**src/rtl/mem_bus_arbiter.sv**
```systemverilog
// Round-robin arbiter sharing one single-port memory between the CPU and debug loader.
// One transaction in flight; req/ack handshake; tolerates a fixed read latency of 1..15.
module mem_bus_arbiter #(
  parameter int ADDR_WIDTH  = 32,
  parameter int DATA_WIDTH  = 32,
  parameter int MEM_LATENCY = 1
) (
  input  logic                  clk,
  input  logic                  rst,
  input  logic                  cpu_req,
  input  logic                  cpu_we,
  input  logic [ADDR_WIDTH-1:0] cpu_addr,
  input  logic [DATA_WIDTH-1:0] cpu_wdata,
  output logic                  cpu_ack,
  output logic [DATA_WIDTH-1:0] cpu_rdata,
  input  logic                  dbg_req,
  input  logic                  dbg_we,
  input  logic [ADDR_WIDTH-1:0] dbg_addr,
  input  logic [DATA_WIDTH-1:0] dbg_wdata,
  output logic                  dbg_ack,
  output logic [DATA_WIDTH-1:0] dbg_rdata,
  output logic                  mem_rd,
  output logic                  mem_wr,
  output logic [ADDR_WIDTH-1:0] mem_addr,
  output logic [DATA_WIDTH-1:0] mem_wdata,
  input  logic [DATA_WIDTH-1:0] mem_rdata,
  output logic                  busy,
  output logic                  grant_owner
);

  typedef enum logic [1:0] {S_IDLE, S_ISSUE, S_WAIT, S_RESP} state_t;

  state_t     state;
  logic       last_grant;
  logic       we_q;
  logic       pick;
  logic       sel_we;
  logic [3:0] cnt;

  // On a tie the port that did not win last time goes next.
  always_comb begin
    pick = dbg_req;
    if (cpu_req && dbg_req) pick = ~last_grant;
    sel_we = pick ? dbg_we : cpu_we;
  end

  assign busy = (state != S_IDLE);

  always_ff @(posedge clk) begin
    if (rst) begin
      state       <= S_IDLE;
      last_grant  <= 1'b1;
      grant_owner <= 1'b0;
      we_q        <= 1'b0;
      cnt         <= '0;
      mem_rd      <= 1'b0;
      mem_wr      <= 1'b0;
      mem_addr    <= '0;
      mem_wdata   <= '0;
      cpu_ack     <= 1'b0;
      dbg_ack     <= 1'b0;
      cpu_rdata   <= '0;
      dbg_rdata   <= '0;
    end else begin
      mem_rd  <= 1'b0;
      mem_wr  <= 1'b0;
      cpu_ack <= 1'b0;
      dbg_ack <= 1'b0;
      case (state)
        S_IDLE: begin
          if (cpu_req || dbg_req) begin
            grant_owner <= pick;
            last_grant  <= pick;
            we_q        <= sel_we;
            mem_addr    <= pick ? dbg_addr  : cpu_addr;
            mem_wdata   <= pick ? dbg_wdata : cpu_wdata;
            mem_rd      <= ~sel_we;
            mem_wr      <= sel_we;
            state       <= S_ISSUE;
          end
        end
        S_ISSUE: begin
          if (we_q) begin
            cpu_ack <= ~grant_owner;
            dbg_ack <= grant_owner;
            state   <= S_RESP;
          end else begin
            cnt   <= 4'(MEM_LATENCY - 1);
            state <= S_WAIT;
          end
        end
        S_WAIT: begin
          if (cnt == 4'd0) begin
            if (grant_owner) dbg_rdata <= mem_rdata;
            else             cpu_rdata <= mem_rdata;
            cpu_ack <= ~grant_owner;
            dbg_ack <= grant_owner;
            state   <= S_RESP;
          end else begin
            cnt <= cnt - 4'd1;
          end
        end
        S_RESP:  state <= S_IDLE;
        default: state <= S_IDLE;
      endcase
    end
  end

endmodule

```
**config.mk**
```make
export PLATFORM = sky130hd
export DESIGN_NAME = mem_bus_arbiter
export DESIGN_NICKNAME = d
export VERILOG_FILES = /design/src/rtl/mem_bus_arbiter.sv
export SDC_FILE = /design/constraint.sdc
export NUM_CORES = 1
export LEC_CHECK = 0
export BUFFER_PORTS_ARGS = -buffer_cell sky130_fd_sc_hd__buf_2
export CAP_MARGIN = 20
export CORE_UTILIZATION = 45
export CTS_CLUSTER_SIZE = 12
export DETAILED_ROUTE_END_ITERATION = 8
export PLACE_DENSITY = 0.81
export SYNTH_ARGS = -nofsm -noshare
export SYNTH_HDL_FRONTEND = slang
export SYNTH_SLANG_ARGS = --single-unit
```
**constraint.sdc**
```tcl
create_clock -name clk -period 5.2 [get_ports clk]
set_clock_uncertainty 0.1 [all_clocks]
set_input_delay 0.78 -clock clk [delete_from_list [all_inputs] [get_ports clk]]
set_output_delay 0.78 -clock clk [all_outputs]
set_load 0.01 [all_outputs]
```
==> summary.md <==
| Metric | Value |
|---|---|
| CTS H-Tree Depth | `4` |
| Hold Path Depth | `2` |
| Post-route cell area | `7980 sq um` |
| Max-cap violation count | `0` |
| Vias in the first global route | `around 5.0k` |
| Synthesized area | `5880 sq um` |
| WS Path Type | `reg2reg` |
| Setup Buffers After CTS | `0` |
| Hold crit path type | `reg2reg` |
| Final Max Tran Viols | `0` |
| Vias post-DR | `5722` |
| Hold endpoint | `cpu_rdata[10]$_SDFFE_PP0P_` |
| # rows | `41` |
| Synth top area share | `48.0%` |
| Most frequent cells in the layout | `buf_2 (298), dfxtp_1 (140), nor2_1 (69)` |
| Ratio of cells with drive above 1 in the final layout | `between 30% and 40%` |
| Slowest cell on crit path | `o21a_4` |
| Startpoint types | `register` |
| FF-to-FF setup slack | `2570 ps` |
| Max Clk Rate | `380 MHz` |
| First-pass GRT wire length | `about 24 mm` |
| Worst path arrival time | `roughly 2900 ps` |
| DP Area | `7330 sq um` |
| Worst-path cell chain | `inv_1 -> ha_1 -> o21a_4 -> buf_4 -> nor2_1 -> a211oi_1` |
| # DRC | `0` |
| Setup WS post-layout | `around 2600 ps` |
| IO Port Bufs | `about 300` |
| Yosys reg bits | `141` |
| CTS Sinks | `141` |
| DR iter-0 viols | `580` |
| DR pass1 iterations | `5` |
| Measured slew at the worst slew-check pin | `1090 ps` |
| Fillcell total | `1125` |
| TritonCTS clock tree | `done` |
| GRT Overall Usage | `23.7%` |
| Worst R2R Start | `state[1]$_SDFFE_PP0P_` |
| Final core utilization | `between 60% and 70%` |
| Routability congestion estimate | `0.836` |
| Number of synthesized flops with an enable pin | `0` |
| Syn Nets | `823` |
| PostCTS Resize Cnt | `0` |
| CP Max Fanout | `93` |
| Run status | `finished, final reports clean` |
| VDD IR max | `~0.0006 V` |
| FF-to-FF End | `mem_addr[22]$_SDFFE_PP0P_` |
| Pin count of the biggest net entering global routing | `97` |
| TritonCTS buffer count | `17` |
| CP max stage delay | `approximately 800 ps` |
| Total power | `approximately 4.1 mW` |
| Clock buffer depth | `2` |
| CP endpoint kind | `register` |
| Multi-input gate area | `around 2700 sq um` |
| Final hold violations | `0` |
| Detailed placement HPWL | `11.3 mm` |
| Drt wl/cell | `14.9 um` |
| Ranking of synthesized cells by area | `dfxtp_1 (48%), mux2i_1 (11%), a211oi_1 (8.4%), a21oi_1 (5.8%), o21ai_0 (5.6%)` |
| Antenna violations before repair | `0` |
| # diodes | `0` |
| Hold buffers post-CTS | `0` |
| Core ar. | `12700 sq um` |
| Sequential area share after synthesis | `48.0%` |
| Dpl ws | `around 2500 ps` |
| Vias per cell | `5.24` |
| Clk slew on worst S/H paths | `60 ps` |
| Die X-Extent | `116 um` |
| Final WL | `16.3 mm` |
| Fin crit share | `around 51%` |
| Dominant synthesized flop cell | `dfxtp_1` |
| RSZ-0062 raised after global routing | `false` |
| Synth Warn # | `0` |
| Syn_area_per_cell | `9.01 sq um` |
| Nets@finish | `1079` |
| Post-Synthesis Cells | `652` |
| Grt ovf | `0` |
| ANT nets after route | `0` |
| CTS root buf | `clkbuf_16` |
| Starting Density | `46.4%` |
| Setup TNS | `0 ps` |
| Slew HR | `27.4%` |
| P_leak | `around 3.6 nW` |
| Hold wc startpoint | `cpu_rdata[10]$_SDFFE_PP0P_` |
| Die area | `13500 sq um` |
| Final setup viols | `0` |
| Die H | `between 100 and 150 um` |
| FF+latch area | `2820 sq um` |
| Post-synth ARST share | `0%` |
| PwrDens | `513 nW/um^2` |
| R2R depth | `6` |
| Syn-to-layout area delta | `35.7%` |
| Synth cell types | `37` |
| Latest clock arrival within the worst-skew pair | `410 ps` |
| Top-Level Pins | `300` |
| Tmin final | `2630 ps` |
| Most common cell after layout, fill and taps aside | `buf_2` |
| Synth area leader | `dfxtp_1` |
| WP data required | `5420 ps` |
sequential cells by signal, summed over array words and instances (netlist names):
name / cells
cpu_rdata: 32
grant_owner: 1
mem_rd: 1
mem_addr: 32
mem_wdata: 32
dbg_ack: 1
we_q: 1
last_grant: 1
cnt: 4
mem_wr: 1
state: 2
dbg_rdata: 32
cpu_ack: 1
worst max-delay path, delay by kind of cell, from the launching register on:
family / cells / cell delay [ps]
buffers and inverters: 2 / 570
adders and majority gates: 1 / 390
DFF: 1 / 340
AOI/OAI and AO/OA: 2 / 1020
and+or+nand+nor: 1 / 70
synth_stat cells (2+ instances only):
cell type	number
nor2_1	69
nor3_1	4
mux2i_1	66
o21ai_0	66
nand4_1	3
a31oi_1	3
nor2b_1	2
nand3_1	64
buf_1	3
buf_2	13
clkbuf_1	45
a21oi_1	68
buf_8	4
inv_1	6
ha_1	5
buf_4	2
nand2b_1	3
o31ai_1	2
a211oi_1	66
dfxtp_1	141
layer usage:
layer	wire, um	vias up	share of wire, %	GRT usage (%)
met5	0	-	0	0
met2	8160	251	50	40.4
met3	1320	34	8.1	7.47
met1	6440	2566	39	27.0
met4	416	0	2.5	11.1
li1	-	2871	-	-
worst max path at each step:
stage / cells past startpoint / to / from
floorplan: 4 / cnt[2]$_SDFFE_PP0P_ / rst
global placement: 5 / we_q$_SDFFE_PP0P_ / cpu_req
detailed placement: 5 / mem_addr[1]$_SDFFE_PP0P_ / cpu_req
CTS: 6 / mem_addr[31]$_SDFFE_PP0P_ / state[0]$_SDFFE_PP0P_
global route: 6 / mem_wdata[31]$_SDFFE_PP0P_ / state[0]$_SDFFE_PP0P_
finish: 6 / mem_addr[22]$_SDFFE_PP0P_ / state[1]$_SDFFE_PP0P_
per-stage QoR:
step,instances,hold slack [ps]
floorplan,652,370
global placement,1061,358
detailed placement,1061,363
CTS,1093,371
global route,1093,388
finish,1093,369
cell families after synthesis:
family                   synth area share (%)
AO/OA/AOI/OAI                            21.5
adder cells (fa/ha/maj)                  1.06
buffers and inverters                    6.09
flip-flops                               48.0
multiplexers                             11.2
AND/OR/NAND/NOR                          12.1
power breakdown:
| part | switching (mW) | leakage [nW] | total [mW] | internal, mW |
|---|---|---|---|---|
| registers | 0.132 | 1.16 | 1.48 | 1.35 |
| logic | 0.806 | 2.12 | 1.29 | 0.482 |
| clock network | 0.443 | 0.313 | 1.32 | 0.874 |
area by class of cell:
class	count	area share, %
timing repair buffer	305	19.4
clock buffer	21	5.77
clock inverter	11	2.37
tap	172	2.70
sequential	141	35.4
multi-input combinational	436	34.1
inverter	7	0.329
(Power assumes the default switching activity.)
